===== src/rtl/uart_pkg.sv =====
// Shared UART definitions: FSM state encodings, line-level constants, counter width helper.
// Defining UART_RX_PARITY_EN widens the state type to hold the PARITY state.
package uart_pkg;

`ifdef UART_RX_PARITY_EN
  typedef enum logic [2:0] {
    IDLE   = 3'd0,
    START  = 3'd1,
    DATA   = 3'd2,
    STOP   = 3'd3,
    PARITY = 3'd4
  } uart_state_e;
`else
  typedef enum logic [1:0] {
    IDLE  = 2'd0,
    START = 2'd1,
    DATA  = 2'd2,
    STOP  = 2'd3
  } uart_state_e;
`endif

  localparam logic LINE_IDLE = 1'b1;
  localparam logic START_BIT = 1'b0;
  localparam logic STOP_BIT  = 1'b1;

  // Bits needed to hold the values 0 .. value-1.
  function automatic int unsigned clog2(input int unsigned value);
    int unsigned res;
    res = 0;
    for (int unsigned i = 0; i < 32; i++) begin
      if ((64'd1 << i) < 64'(value)) begin
        res = i + 1;
      end
    end
    return res;
  endfunction

endpackage


===== src/rtl/uart_rx_sync.sv =====
// Two-flop synchronizer for the serial input with reset-to-idle, plus a falling-edge pulse.
module uart_rx_sync
  import uart_pkg::*;
(
  input  logic clk,
  input  logic reset,
  input  logic rx_i,
  output logic rx_s_o,
  output logic fall_o
);

  logic meta_q;
  logic sync_q;
  logic prev_q;

  // Reset to the idle level so leaving reset can never look like a start bit.
  always_ff @(posedge clk or posedge reset) begin
    if (reset) begin
      meta_q <= LINE_IDLE;
      sync_q <= LINE_IDLE;
      prev_q <= LINE_IDLE;
    end else begin
      meta_q <= rx_i;
      sync_q <= meta_q;
      prev_q <= sync_q;
    end
  end

  assign rx_s_o = sync_q;
  assign fall_o = prev_q & ~sync_q;

endmodule


===== src/rtl/uart_receiver.sv =====
// UART receive path: mid-bit sampling FSM, LSB-first shift register and valid/ready output.
// Optional parity checking is compiled in when UART_RX_PARITY_EN is defined.
module uart_receiver
  import uart_pkg::*;
#(
  parameter int unsigned DATA_WIDTH   = 8,
  parameter int unsigned STOP_BITS    = 1,
  parameter int unsigned CLKS_PER_BIT = 16,
  parameter bit          PARITY_ODD   = 1'b0
) (
  input  logic                  clk,
  input  logic                  reset,
  input  logic                  rx_pin,
  output logic [DATA_WIDTH-1:0] rx_data,
  output logic                  rx_valid,
  input  logic                  rx_ready,
  output logic                  frame_err,
  output logic                  overrun_err,
  output logic                  parity_err
);

  localparam int unsigned CntW = clog2(CLKS_PER_BIT);
  localparam int unsigned Half = CLKS_PER_BIT / 2;

  localparam logic [CntW-1:0] HalfLast = CntW'(Half - 1);
  localparam logic [CntW-1:0] BitLast  = CntW'(CLKS_PER_BIT - 1);
  localparam logic [3:0]      DataLast = 4'(DATA_WIDTH - 1);
  localparam logic [3:0]      StopLast = 4'(STOP_BITS - 1);

  logic rx_s;
  logic rx_fall;

  uart_rx_sync u_sync (
    .clk    (clk),
    .reset  (reset),
    .rx_i   (rx_pin),
    .rx_s_o (rx_s),
    .fall_o (rx_fall)
  );

  uart_state_e           state_q, state_d;
  logic [CntW-1:0]       clk_cnt_q, clk_cnt_d;
  logic [3:0]            bit_cnt_q, bit_cnt_d;
  logic [DATA_WIDTH-1:0] shift_q, shift_d;
  logic                  bad_q, bad_d;
  logic                  frame_err_q, frame_err_d;
  logic                  parity_err_q, parity_err_d;
  logic                  load;

`ifdef UART_RX_PARITY_EN
  logic par_q, par_d;
  logic par_bad;

  assign par_bad = par_q != ((^shift_q) ^ PARITY_ODD);
`else
  logic unused_parity_odd;

  assign unused_parity_odd = PARITY_ODD;
`endif

  // Frame FSM: all sampling happens at the midpoint of each bit.
  always_comb begin
    state_d      = state_q;
    clk_cnt_d    = clk_cnt_q + 1'b1;
    bit_cnt_d    = bit_cnt_q;
    shift_d      = shift_q;
    bad_d        = bad_q;
    frame_err_d  = 1'b0;
    parity_err_d = 1'b0;
    load         = 1'b0;
`ifdef UART_RX_PARITY_EN
    par_d        = par_q;
`endif
    unique case (state_q)
      IDLE: begin
        clk_cnt_d = '0;
        bit_cnt_d = '0;
        if (rx_fall) begin
          state_d = START;
        end
      end
      START: begin
        if (clk_cnt_q == HalfLast) begin
          clk_cnt_d = '0;
          bit_cnt_d = '0;
          bad_d     = 1'b0;
          // A line that is high again at mid-start was a glitch.
          state_d   = (rx_s == START_BIT) ? DATA : IDLE;
        end
      end
      DATA: begin
        if (clk_cnt_q == BitLast) begin
          clk_cnt_d = '0;
          shift_d   = {rx_s, shift_q[DATA_WIDTH-1:1]};
          bit_cnt_d = bit_cnt_q + 1'b1;
          if (bit_cnt_q == DataLast) begin
            bit_cnt_d = '0;
`ifdef UART_RX_PARITY_EN
            state_d   = PARITY;
`else
            state_d   = STOP;
`endif
          end
        end
      end
`ifdef UART_RX_PARITY_EN
      PARITY: begin
        if (clk_cnt_q == BitLast) begin
          clk_cnt_d = '0;
          par_d     = rx_s;
          state_d   = STOP;
        end
      end
`endif
      STOP: begin
        if (clk_cnt_q == BitLast) begin
          clk_cnt_d = '0;
          bit_cnt_d = bit_cnt_q + 1'b1;
          if (rx_s != STOP_BIT) begin
            frame_err_d = 1'b1;
            bad_d       = 1'b1;
          end
          if (bit_cnt_q == StopLast) begin
            // Leave at mid-stop so a back-to-back start edge is not missed.
            state_d   = IDLE;
            bit_cnt_d = '0;
`ifdef UART_RX_PARITY_EN
            parity_err_d = par_bad;
            load         = (rx_s == STOP_BIT) && !bad_q && !par_bad;
`else
            load         = (rx_s == STOP_BIT) && !bad_q;
`endif
          end
        end
      end
      default: state_d = IDLE;
    endcase
  end

  always_ff @(posedge clk or posedge reset) begin
    if (reset) begin
      state_q      <= IDLE;
      clk_cnt_q    <= '0;
      bit_cnt_q    <= '0;
      shift_q      <= '0;
      bad_q        <= 1'b0;
      frame_err_q  <= 1'b0;
      parity_err_q <= 1'b0;
    end else begin
      state_q      <= state_d;
      clk_cnt_q    <= clk_cnt_d;
      bit_cnt_q    <= bit_cnt_d;
      shift_q      <= shift_d;
      bad_q        <= bad_d;
      frame_err_q  <= frame_err_d;
      parity_err_q <= parity_err_d;
    end
  end

`ifdef UART_RX_PARITY_EN
  always_ff @(posedge clk or posedge reset) begin
    if (reset) begin
      par_q <= 1'b0;
    end else begin
      par_q <= par_d;
    end
  end
`endif

  // Output holding register with valid/ready handshake.
  logic [DATA_WIDTH-1:0] rx_data_q, rx_data_d;
  logic                  rx_valid_q, rx_valid_d;
  logic                  overrun_q, overrun_d;

  always_comb begin
    rx_data_d  = rx_data_q;
    rx_valid_d = rx_valid_q;
    overrun_d  = 1'b0;
    if (load) begin
      if (rx_valid_q && !rx_ready) begin
        overrun_d = 1'b1;
      end else begin
        rx_data_d  = shift_q;
        rx_valid_d = 1'b1;
      end
    end else if (rx_valid_q && rx_ready) begin
      rx_valid_d = 1'b0;
    end
  end

  always_ff @(posedge clk or posedge reset) begin
    if (reset) begin
      rx_data_q  <= '0;
      rx_valid_q <= 1'b0;
      overrun_q  <= 1'b0;
    end else begin
      rx_data_q  <= rx_data_d;
      rx_valid_q <= rx_valid_d;
      overrun_q  <= overrun_d;
    end
  end

  assign rx_data     = rx_data_q;
  assign rx_valid    = rx_valid_q;
  assign frame_err   = frame_err_q;
  assign overrun_err = overrun_q;
`ifdef UART_RX_PARITY_EN
  assign parity_err  = parity_err_q;
`else
  assign parity_err  = 1'b0;
  logic unused_parity_err;
  assign unused_parity_err = parity_err_q;
`endif

endmodule


===== config.mk =====
export PLATFORM = sky130hd
export DESIGN_NAME = uart_receiver
export DESIGN_NICKNAME = d
export VERILOG_FILES = /design/src/rtl/uart_pkg.sv /design/src/rtl/uart_rx_sync.sv /design/src/rtl/uart_receiver.sv
export SDC_FILE = /design/constraint.sdc
export NUM_CORES = 1
export LEC_CHECK = 0
export BUFFER_PORTS_ARGS = -buffer_cell sky130_fd_sc_hd__clkbuf_2
export CAP_MARGIN = 5
export CORE_MARGIN = 2
export CORE_UTILIZATION = 50
export DETAILED_ROUTE_END_ITERATION = 7
export PLACE_DENSITY = 0.68
export SLEW_MARGIN = 20
export SYNTH_ARGS = -nofsm -noshare
export SYNTH_HDL_FRONTEND = slang
export SYNTH_SLANG_ARGS = --single-unit

===== constraint.sdc =====
create_clock -name clk -period 5.05 [get_ports clk]
set_input_delay 0.7575 -clock clk [delete_from_list [all_inputs] [get_ports clk]]
set_output_delay 0.7575 -clock clk [all_outputs]
set_load 0.03 [all_outputs]

# Word level (Yosys, flattened, before mapping)
# Index checks and enable logic that the tools add are counted.
dict set report totals {
  mem_bits_rw 0
  mem_bits_ro 0
  inputBits 4
  mem_count 0
  latch_bits 0
  register_bits 33
  elab_cells 79
}
dict set report classes {
  add_sub_neg 2
  mul 0
  eq_ne 14
  mux 32
  div_mod_pow 0
  shifts 0
  n_reduce_logical 16
  n_lt_le_gt_ge 0
  bitwise 3
}
# operator count
set ops {}
lappend ops {{4-bit two-way mux} 7}
lappend ops {{2-bit != test (second input constant)} 8}
lappend ops {{4-bit one-hot mux with 4 select lines} 1}
lappend ops {{1-bit two-way mux} 14}
lappend ops {{2-bit two-way mux} 7}
lappend ops {{4-bit one-hot mux with 3 select lines} 1}
lappend ops {{4-bit by 1-bit adder with 4-bit output (second input constant)} 2}
lappend ops {{4-bit by 3-bit equality test with 1-bit output (second input constant)} 2}
lappend ops {{2-bit one-hot mux with 4 select lines} 1}
lappend ops {{2-bit AND reduction} 3}
lappend ops {{6-bit AND reduction} 1}
lappend ops {{2-bit equality test (second input constant)} 2}
lappend ops {{4-bit equality test (second input constant)} 1}
lappend ops {{4-bit logical NOT} 1}
lappend ops {{4-bit AND reduction} 1}
lappend ops {{2-bit nonzero test} 2}
lappend ops {{1-bit logical AND} 3}
lappend ops {{3-bit AND reduction} 1}
lappend ops {{2-bit by 1-bit equality test with 1-bit output (second input constant)} 1}
lappend ops {{1-bit logical NOT} 2}
lappend ops {{2-bit logical NOT} 1}
lappend ops {{1-bit inverter} 2}
lappend ops {{1-bit one-hot mux with 2 select lines} 1}
lappend ops {{2-bit OR reduction} 1}
lappend ops {{1-bit bitwise AND} 1}

# Depth between registers and ports, before layout
# Gate-level depths: netlist (run 1).
dict set report logic_depth {
  ltp_word 7
  depth_mapped 6
  mapped_depth_nobuf 6
}

# Cells and area by module
# From an unflattened synthesis (run 1), not the netlist that was laid out.
dict set report unflattened {
  cells_unflattened 126
  hier_area_um2 1491.4
}
# mod n_inst cells_each area_each_um2
set by_module_without_submodules {}
lappend by_module_without_submodules {uart_receiver 1 121 1395.1}
lappend by_module_without_submodules {uart_rx_sync 1 5 96.3}

# Worst setup path before layout (run 1)
# Ideal clock, no wire load.
dict set report synth_timing {
  path_type {flip-flop to flip-flop}
  from {reg clk_cnt_q[0]}
  to {reg shift_q[0]}
  slack_ns 3.446
  stages_incl_launch_ff 6
  arrival_ns 1.480
  required_time_ns 4.925
  setup_ns 0.125
  path_cell_list {dfrtp_1 -> ha_1 -> buf_2 -> nand4_1 -> nor2_2 -> mux2_2}
}
dict set report synth_between {
  elab_chain_cells 2
}
# item line
set synth_lines {}
lappend synth_lines {{start: declaration} uart_receiver.sv:42} ;# logic [CntW-1:0] clk_cnt_q, clk_cnt_d;
lappend synth_lines {{start signal: assignment} uart_receiver.sv:151} ;# clk_cnt_q <= clk_cnt_d;
lappend synth_lines {{4-bit equality test} uart_receiver.sv:92} ;# if (clk_cnt_q == BitLast) begin
lappend synth_lines {{2-bit AND reduction (no line)} n/a}
lappend synth_lines {{end signal: assignment} uart_receiver.sv:153} ;# shift_q <= shift_d;
lappend synth_lines {{end: declaration} uart_receiver.sv:44} ;# logic [DATA_WIDTH-1:0] shift_q, shift_d;
# Every way passes these cells.
# A chain may end at the register's enable or synchronous reset.

# Final worst setup path (run 1)
dict set report layout_timing {
  from {reg clk_cnt_q[0]}
  to {reg shift_q[7]}
}
# Same word-level chain as after synthesis.

==> out/summary.json, run 1 <==
{
  "run_status": {
    "outcome": "finished, final reports clean"
  },
  "synthesis": {
    "post_synthesis_compound_gate_area_fraction_pct": 7.38,
    "synthesis.area_sq_um": 1480,
    "synth_fa_ha_area_share_pct": 2.54,
    "synthArstFlopShare_pct": 100,
    "syn-instance-count": 123,
    "synth_top_family_by_area": "simple AND/OR/NAND/NOR gates",
    "yosysWarnings": 0,
    "netlist.area_leader.share_pct": 50.9,
    "proportion_of_synthesized_chip_area_in_sequential_cells_pct": 56.2,
    "avgSynthCellArea_sq_um": 12.0,
    "post-synth-top-area-cell": "sky130_fd_sc_hd__dfrtp_1",
    "post-synth-top-count-cell": "sky130_fd_sc_hd__dfrtp_1",
    "yosys.area_share.xor_xnor_pct": 1.70,
    "synth.top_cells.by_area": "sky130_fd_sc_hd__dfrtp_1 (51%), sky130_fd_sc_hd__mux2_2 (12%), sky130_fd_sc_hd__dfstp_2 (5.3%), sky130_fd_sc_hd__nand2_1 (3.1%), sky130_fd_sc_hd__ha_1 (2.5%)",
    "post_synth_mux_area_share_pct": 12.2,
    "post_synthesis_share_of_cell_area_spent_on_and_or_nand_and_nor_gates_pct": 15.4,
    "ys_types": 35,
    "most_used_dff_post_synth": "sky130_fd_sc_hd__dfrtp_1",
    "synth-edff-count": 0,
    "synth.net_count": 130,
    "synthTopCellsByCount": "sky130_fd_sc_hd__dfrtp_1 (30), sky130_fd_sc_hd__mux2_2 (16), sky130_fd_sc_hd__nand2_1 (12)",
    "synth.ff_latch_count": 33
  },
  "sta": {
    "max_clock_freq_ghz": 0.525,
    "setup_viol": 0,
    "finalHoldViolCount": 0,
    "timing.slew.headroom_pct": 66.4,
    "rsz0062_at_grt": "false",
    "worst_slack_ps": 3140,
    "worst-slew-pin-transition_ps": 504,
    "timing.final.crit_share_pct": 37.7,
    "post_layout_min_period_ps": 1910,
    "slew_viol_final": 0,
    "fin_worst_skew_ps": 8.83,
    "timing.setup.tns_ps": 0
  },
  "clock_network": {
    "cts_tree": "built",
    "clk_lat_worst_skew_ps": 330,
    "clkTransAtPathRegs_ps": 90,
    "ctsRootBufferMaster": "sky130_fd_sc_hd__clkbuf_4",
    "cts_buffer_depth": 2,
    "cts_inserted_buffers": 5,
    "ctsHtreeMaxLevel": 2,
    "cts_repair_resize_count": 0,
    "cts_num_sinks": 33,
    "postCtsSetupBuffers": 0,
    "post_cts_hold_buffer_count": 0
  },
  "power_and_ir_drop": {
    "power_switching_share_pct": 33.2,
    "net-switching-power_w": 0.000254,
    "pwr_density_cell_nw_per_um2": 466,
    "max-vdd-ir-drop_mv": 0.340,
    "clock_network_power_share_pct": 26.5,
    "power.share.sequential_pct": 47.9,
    "p_leak_nw": 0.812,
    "internal_power_w": 0.000510,
    "power.share.combinational_pct": 25.6,
    "power.total_w": 0.000763
  },
  "detailed_routing": {
    "detail_route.iter0.violations": 26,
    "met2_length_um": 1090,
    "routed_wl_um": 2300,
    "drtAntennaViolNets": 0,
    "dr_total_vias": 948,
    "wire_per_inst_um": 13.4,
    "post_dr_vias_cell": 5.54,
    "top_signal_layer_used": "met4",
    "drt_drc_violations_left": 0,
    "wl_met3_um": 153,
    "m1WireLength_um": 1030,
    "drt_pre_antenna_iters": 4
  },
  "finish": {
    "filler_cell_count": 237,
    "antenna_cells": 0,
    "ratio_of_cells_with_drive_above_1_in_the_final_layout_pct": 32.9,
    "areaGrowthSynthToFinish_pct": 10.9,
    "finish.cell_count_without_fillers": 171,
    "regArea_sq_um": 830,
    "multi_input_comb_area_sq_um": 583,
    "layout.nets": 146
  },
  "critical_path": {
    "timing.critical_path.max_delay_family": "simple AND/OR/NAND/NOR gates",
    "rrSetupSlack_ps": 3140,
    "crit_required_ps": 5270,
    "reg2reg_depth": 4,
    "worstSetupPathType": "register to register",
    "critical_r2r_launch": "clk_cnt_q[0]",
    "critical_path.startpoint_type": "register",
    "path_buf_inv": 0,
    "worst_setup_path_end_kind": "register",
    "worstReg2RegEnd": "shift_q[7]",
    "worst_path_largest_cell_delay_ps": 420,
    "arrival_ps": 2120,
    "crit_path_top_delay_cell": "sky130_fd_sc_hd__nor2_2",
    "worstPathCellList": "ha_1 -> nand4_1 -> nor2_2 -> mux2_2",
    "worstPathMaxFanout": 10
  },
  "grt": {
    "grt_max_degree": 34,
    "grt_util_all_layers_pct": 16.4,
    "grt-ovfl-total": 0,
    "grt_pass1_wl_um": 4110,
    "first_global_vias": 941,
    "grt_antenna_before_repair": 0
  },
  "placement": {
    "place.detailed.hpwl_um": 1620,
    "gpl.final_weighted_congestion": 0.828,
    "placed_cells_incl_taps": 163,
    "io_buffers": 14,
    "place_ws_ps": 3150
  },
  "min_path": {
    "hold_class": "register to register",
    "hold_end": "u_sync.rx_s_o",
    "worst_hold_startpoint": "u_sync.meta_q",
    "worst_hold_depth": 0
  },
  "die": {
    "rows": 19,
    "i_o_pin_count": 16,
    "effective_utilization_at_floorplan_pct": 53.0,
    "die-height_um": 58.3,
    "core_region_area_sq_um": 2780,
    "die_w_um": 58.3,
    "die-area_sq_um": 3400
  },
  "run": {
    "timing.max_cap.violations": 0
  }
}
==> kinds of logic (layout without fill, tap and decap cells) <==
logic type               count (synthesis)  after routing
multiplexers                            16             16
adder cells (fa/ha/maj)                  3              3
XOR/XNOR                                 2              2
AO/OA/AOI/OAI                           15             15
buffers and inverters                   12             29
AND/OR/NAND/NOR                         41             41
other                                    1              1
flip-flops                              33             33
==> placed cells by master (no fill, tap or decap), drive strengths merged, types with 3 or more instances in the layout <==
| cell type | Yosys | layout |
|---|---|---|
| nand4 | 3 | 3 |
| inv | 6 | 6 |
| ha | 3 | 3 |
| mux2 | 16 | 16 |
| nor2b | 5 | 5 |
| nand2 | 12 | 12 |
| dfrtp | 30 | 30 |
| clkbuf | 1 | 21 |
| dfstp | 3 | 3 |
| nor2 | 8 | 8 |
| o21ai | 3 | 3 |
| nand3 | 5 | 5 |
==> state kept, by name (all words and copies together), names as in the netlist, 4 cells and up, named ones only <==
register / cells
bit_cnt_q: 4
clk_cnt_q: 4
rx_data: 8
shift_q: 8
==> cell type report <==
class                           instances  share of cell area, %
Clock buffer                            7                   3.36
Clock inverter                          1                   1.83
Inverter                                6                   1.38
Multi-Input combinational cell         78                   35.6
Sequential cell                        33                   50.7
Tap cell                               31                   2.37
Timing Repair Buffer                   15                   4.74
==> layer usage <==
layer  global-route usage [%]  up-vias
li1                         -      457
met2                     25.0       28
met5                        0        -
met1                     20.5      458
met4                     6.31        0
met3                     7.25        5
==> worst max-delay path by stage <==
stage,startpoint,to,slack (ps),cells past startpoint
2_1_floorplan,clk_cnt_q[0],shift_q[0],3450,5
3_3_place_gp,clk_cnt_q[0],shift_q[5],3220,4
3_5_place_dp,clk_cnt_q[0],shift_q[2],3150,4
4_1_cts,clk_cnt_q[0],shift_q[2],3140,4
5_1_grt,clk_cnt_q[0],shift_q[3],3030,4
6_report,clk_cnt_q[0],shift_q[7],3140,4
==> power groups by stage <==
stage          combinational, W  sequential [W]  clock [W]
2_1_floorplan          0.000204        0.000339          0
3_3_place_gp           0.000193        0.000367          0
3_5_place_dp           0.000197        0.000371          0
4_1_cts                0.000198        0.000366   0.000208
5_1_grt                0.000220        0.000375   0.000224
6_report               0.000195        0.000366   0.000202
==> through the flow <==
step	hold slack, ps	cell area [sq um]	utilization, %
3_5_place_dp	348	1550	55.8
4_1_cts	362	1640	58.8
2_1_floorplan	345	1480	-
3_3_place_gp	346	1550	55.8
6_report	360	1640	58.8
5_1_grt	371	1640	58.8
No activity file was read; power rests on OpenSTA's default activity.
==> run 2: changes to the inputs <==
--- a/config.mk
+++ b/config.mk
@@ -5,12 +5,13 @@
 export SDC_FILE = /design/constraint.sdc
 export NUM_CORES = 1
 export LEC_CHECK = 0
+export ABC_AREA = 1
 export BUFFER_PORTS_ARGS = -buffer_cell sky130_fd_sc_hd__clkbuf_2
 export CAP_MARGIN = 5
 export CORE_MARGIN = 2
 export CORE_UTILIZATION = 50
 export DETAILED_ROUTE_END_ITERATION = 7
-export PLACE_DENSITY = 0.68
+export PLACE_DENSITY = 0.7
 export SLEW_MARGIN = 20
 export SYNTH_ARGS = -nofsm -noshare
 export SYNTH_HDL_FRONTEND = slang
==> constraint.sdc (replaced) <==
create_clock -name clk -period 1.72 [get_ports clk]
set_input_delay 0.258 -clock clk [delete_from_list [all_inputs] [get_ports clk]]
set_output_delay 0.258 -clock clk [all_outputs]
set_load 0.03 [all_outputs]
==> run 2 against run 1 <==
  * Core utilization grew 1.1 points
  * Wire length decreased by 1.3%
  * Setup slack got worse by 3000 ps
  * First-iteration DRC count grew 69%
  * Critical path depth rose by 5
  * Die area decreased by 1.7%
  * Final cell count up 22%
  * Power increased by 130%
  * Critical path type unchanged
  * Critical endpoint is now rx_data[7]
  * Largest cell class unchanged
==> out/summary.json, run 2 <==
{
  "grt": {
    "first_global_vias": {"value": 971, "change": "+3.2%"},
    "grt_antenna_before_repair": {"value": 0, "change": "unchanged"},
    "grt_pass1_wl": {"value": 4200, "unit": "um", "change": "+2.4%"},
    "grt_max_degree": {"value": 34, "change": "unchanged"},
    "grt-ovfl-total": {"value": 0, "change": "unchanged"},
    "grt_util_all_layers": {"value": 16.8, "unit": "%", "change": "+0.47 points"}
  },
  "detailed_routing": {
    "drtAntennaViolNets": {"value": 0, "change": "unchanged"},
    "wire_per_inst": {"value": 10.9, "unit": "um", "change": "-19%"},
    "post_dr_vias_cell": {"value": 4.96, "change": "-11%"},
    "dr_total_vias": {"value": 1032, "change": "+8.9%"},
    "detail_route.iter0.violations": {"value": 44, "change": "+69%"},
    "drt_drc_violations_left": {"value": 0, "change": "unchanged"},
    "drt_pre_antenna_iters": {"value": 4, "change": "unchanged"},
    "routed_wl": {"value": 2270, "unit": "um", "change": "-1.3%"}
  },
  "power_and_ir_drop": {
    "net-switching-power": {"value": 0.000455, "unit": "W", "change": "+79%"},
    "max-vdd-ir-drop": {"value": 1.17, "unit": "mV", "change": "+250%"},
    "clock_network_power_share": {"value": 39.8, "unit": "%", "change": "+13 points"},
    "p_leak": {"value": 0.917, "unit": "nW", "change": "+13%"},
    "power.share.combinational": {"value": 12.1, "unit": "%", "change": "-14 points"},
    "power_switching_share": {"value": 25.4, "unit": "%", "change": "-7.9 points"},
    "internal_power": {"value": 0.00134, "unit": "W", "change": "+160%"},
    "pwr_density_cell": {"value": 1080, "unit": "nW/um^2", "change": "+130%"},
    "power.share.sequential": {"value": 48.2, "unit": "%", "change": "+0.3 points"}
  },
  "sta": {
    "rsz0062_at_grt": "false",
    "finalHoldViolCount": {"value": 0, "change": "unchanged"},
    "slew_viol_final": {"value": 0, "change": "unchanged"},
    "post_layout_min_period": {"value": 1530, "unit": "ps", "change": "-374 ps"},
    "timing.final.crit_share": {"value": 89.0, "unit": "%", "change": "+51 points"},
    "setup_viol": {"value": 0, "change": "unchanged"},
    "fin_worst_skew": {"value": 16.4, "unit": "ps", "change": "+7.54 ps"},
    "max_clock_freq": {"value": 0.653, "unit": "GHz", "change": "+24%"},
    "timing.setup.tns": {"value": 0, "unit": "ps", "change": "unchanged"}
  },
  "clock_network": {
    "cts_num_sinks": {"value": 33, "change": "unchanged"},
    "postCtsSetupBuffers": {"value": 0, "change": "unchanged"},
    "ctsHtreeMaxLevel": {"value": 2, "change": "unchanged"},
    "post_cts_hold_buffer_count": {"value": 2, "change": "+2"},
    "clk_lat_worst_skew": {"value": 340, "unit": "ps", "change": "about the same"},
    "ctsRootBufferMaster": "sky130_fd_sc_hd__clkbuf_4",
    "cts_buffer_depth": {"value": 2, "change": "unchanged"},
    "cts_repair_resize_count": {"value": 0, "change": "unchanged"},
    "cts_inserted_buffers": {"value": 5, "change": "unchanged"},
    "cts_tree": "built",
    "clkTransAtPathRegs": {"value": 100, "unit": "ps", "change": "about the same"}
  },
  "min_path": {
    "hold_class": "primary input to register",
    "worst_hold_depth": {"value": 4, "change": "+4"},
    "worst_hold_startpoint": "rx_ready",
    "hold_end": "overrun_err"
  },
  "synthesis": {
    "yosysWarnings": {"value": 0, "change": "unchanged"},
    "post-synth-top-count-cell": "sky130_fd_sc_hd__nand2_1",
    "synthesis.area": {"value": 1450, "unit": "sq um", "change": "-1.9%"},
    "netlist.area_leader.share": {"value": 51.9, "unit": "%", "change": "+0.97 points"},
    "synthArstFlopShare": {"value": 100, "unit": "%", "change": "unchanged"},
    "most_used_dff_post_synth": "sky130_fd_sc_hd__dfrtp_1",
    "synthTopCellsByCount": "sky130_fd_sc_hd__nand2_1 (46), sky130_fd_sc_hd__dfrtp_1 (30), sky130_fd_sc_hd__inv_1 (17)",
    "proportion_of_synthesized_chip_area_in_sequential_cells": {"value": 57.3, "unit": "%", "change": "+1.1 points"},
    "syn-instance-count": {"value": 155, "change": "+26%"},
    "post-synth-top-area-cell": "sky130_fd_sc_hd__dfrtp_1",
    "ys_types": {"value": 24, "change": "-31%"},
    "synth-edff-count": {"value": 0, "change": "unchanged"},
    "synth.net_count": {"value": 162, "change": "+25%"},
    "synth.top_cells.by_area": "sky130_fd_sc_hd__dfrtp_1 (52%), sky130_fd_sc_hd__nand2_1 (12%), sky130_fd_sc_hd__dfstp_2 (5.4%), sky130_fd_sc_hd__inv_1 (4.4%), sky130_fd_sc_hd__nand3_1 (3.8%)",
    "avgSynthCellArea": {"value": 9.34, "unit": "sq um", "change": "-22%"},
    "synth.ff_latch_count": {"value": 33, "change": "unchanged"}
  },
  "die": {
    "die-height": {"value": 57.8, "unit": "um", "change": "-0.87%"},
    "core_region_area": {"value": 2760, "unit": "sq um", "change": "-0.85%"},
    "rows": {"value": 19, "change": "unchanged"},
    "effective_utilization_at_floorplan": {"value": 52.5, "unit": "%", "change": "-0.54 points"},
    "i_o_pin_count": {"value": 16, "change": "unchanged"},
    "die-area": {"value": 3340, "unit": "sq um", "change": "-1.7%"},
    "die_w": {"value": 57.8, "unit": "um", "change": "-0.87%"}
  },
  "finish": {
    "ratio_of_cells_with_drive_above_1_in_the_final_layout": {"value": 23.2, "unit": "%", "change": "-9.7 points"},
    "layout_commonest_cell": "sky130_fd_sc_hd__nand2_1",
    "areaGrowthSynthToFinish_pct": 14.2,
    "antenna_cells": {"value": 0, "change": "unchanged"},
    "layout.nets": {"value": 183, "change": "+25%"},
    "final_core_utilization": {"value": 59.9, "unit": "%", "change": "+1.1 points"},
    "filler_cell_count": {"value": 237, "change": "unchanged"},
    "layout.cells.most_common_list": "sky130_fd_sc_hd__nand2_1 (46), sky130_fd_sc_hd__dfrtp_1 (30), sky130_fd_sc_hd__inv_1 (17)"
  },
  "critical_path": {
    "worstReg2RegEnd": "rx_data[7]",
    "critical_path.startpoint_type": "register",
    "reg2reg_depth": {"value": 9, "change": "+5"},
    "crit_required": {"value": 2000, "unit": "ps", "change": "-3270 ps"},
    "worst_setup_path_end_kind": "register",
    "rrSetupSlack": {"value": 190, "unit": "ps", "change": "-2960 ps"},
    "critical_r2r_launch": "bit_cnt_q[0]",
    "worstPathMaxFanout": {"value": 11, "change": "+1"},
    "worstSetupPathType": "register to register",
    "arrival": {"value": 1810, "unit": "ps", "change": "-310 ps"}
  },
  "run_status": {
    "outcome": "finished, final reports clean"
  },
  "placement": {
    "place.detailed.hpwl": {"value": 1620, "unit": "um", "change": "about the same"},
    "gpl.final_weighted_congestion": {"value": 0.811, "change": "-2.1%"},
    "io_buffers": {"value": 14, "change": "unchanged"}
  },
  "run": {
    "timing.max_cap.violations": {"value": 0, "change": "unchanged"}
  }
}
[run 2: changes by cell type after synthesis, moves of 4 or more]
| cell | change |
|---|---|
| sky130_fd_sc_hd__inv_1 | +11 |
| sky130_fd_sc_hd__nor2b_1 | -5 |
| sky130_fd_sc_hd__o21ai_0 | +4 |
| sky130_fd_sc_hd__nand3_1 | +6 |
| sky130_fd_sc_hd__nand2_1 | +34 |
| sky130_fd_sc_hd__mux2_2 | -14 |
| sky130_fd_sc_hd__nor2_1 | +4 |
[run 2: stage by stage]
step                      instance area, sq um  total power (W)  instances  setup WS (ps)  hold slack (ps)
after floorplan                           1450          0.00105        155            356              262
after global placement                    1530          0.00109        198            235              341
after detailed placement                  1530          0.00109        198            205              344
after CTS                                 1650          0.00181        208            184              187
after global routing                      1650          0.00189        208           54.2              206
final                                     1650          0.00179        208            189              191
[run 2: layout make-up]
| type | instances | area [sq um] | area share (%) |
|---|---|---|---|
| Clock buffer | 5 | 37.5 | 2.27 |
| Clock inverter | 3 | 65.1 | 3.94 |
| Inverter | 20 | 75.1 | 4.54 |
| Multi-Input combinational cell | 98 | 502 | 30.4 |
| Sequential cell | 33 | 830 | 50.2 |
| Tap cell | 31 | 38.8 | 2.35 |
| Timing Repair Buffer | 18 | 105 | 6.36 |
[run 2: layer usage]
metal,GRT usage [%],vias up,routed length [um],share of wire [%]
met5,0,-,0,0
met4,8.97,0,38,1.7
met3,5.36,5,120,5.3
met2,24.0,21,980,43
met1,23.0,481,1130,50
li1,-,525,-,-
[run 2: critical path: stages (launching register included)]
cell	delay, ps
sky130_fd_sc_hd__dfrtp_1	410
sky130_fd_sc_hd__inv_1	110
sky130_fd_sc_hd__ha_1	150
sky130_fd_sc_hd__nand3_1	110
sky130_fd_sc_hd__nor2_1	140
sky130_fd_sc_hd__nand3_1	80
sky130_fd_sc_hd__buf_4	180
sky130_fd_sc_hd__inv_1	150
sky130_fd_sc_hd__nand2_1	80
sky130_fd_sc_hd__nand2_1	60
[run 2: logic make-up after synthesis]
group                      Yosys count  synth area share [%]
AOI/OAI and AO/OA                   16                  6.22
xor gates and xnor gates             1                 0.605
adders and majority gates            3                  2.59
buffers and inverters               24                  8.04
DFF                                 33                  57.3
muxes                                4                  3.63
other                                1                 0.259
and+or+nand+nor                     73                  21.3
[run 2: how the worst max path moves through the flow]
stage                 startpoint    endpoint  slack, ps
global placement    bit_cnt_q[0]  rx_data[6]        240
finish              bit_cnt_q[0]  rx_data[7]        190
CTS                 bit_cnt_q[0]  rx_data[7]        180
global route        bit_cnt_q[0]  rx_data[7]         50
detailed placement  bit_cnt_q[0]  rx_data[7]        200
floorplan           clk_cnt_q[0]  shift_q[3]        360
[run 2: power groups by stage]
stage | Clock (W) | Sequential (W) | Combinational (W)
3_5_place_dp | 0 | 0.000877 | 0.000214
2_1_floorplan | 0 | 0.000868 | 0.000179
4_1_cts | 0.000725 | 0.000862 | 0.000219
6_report | 0.000712 | 0.000863 | 0.000217
3_3_place_gp | 0 | 0.000875 | 0.000210
5_1_grt | 0.000762 | 0.000870 | 0.000261
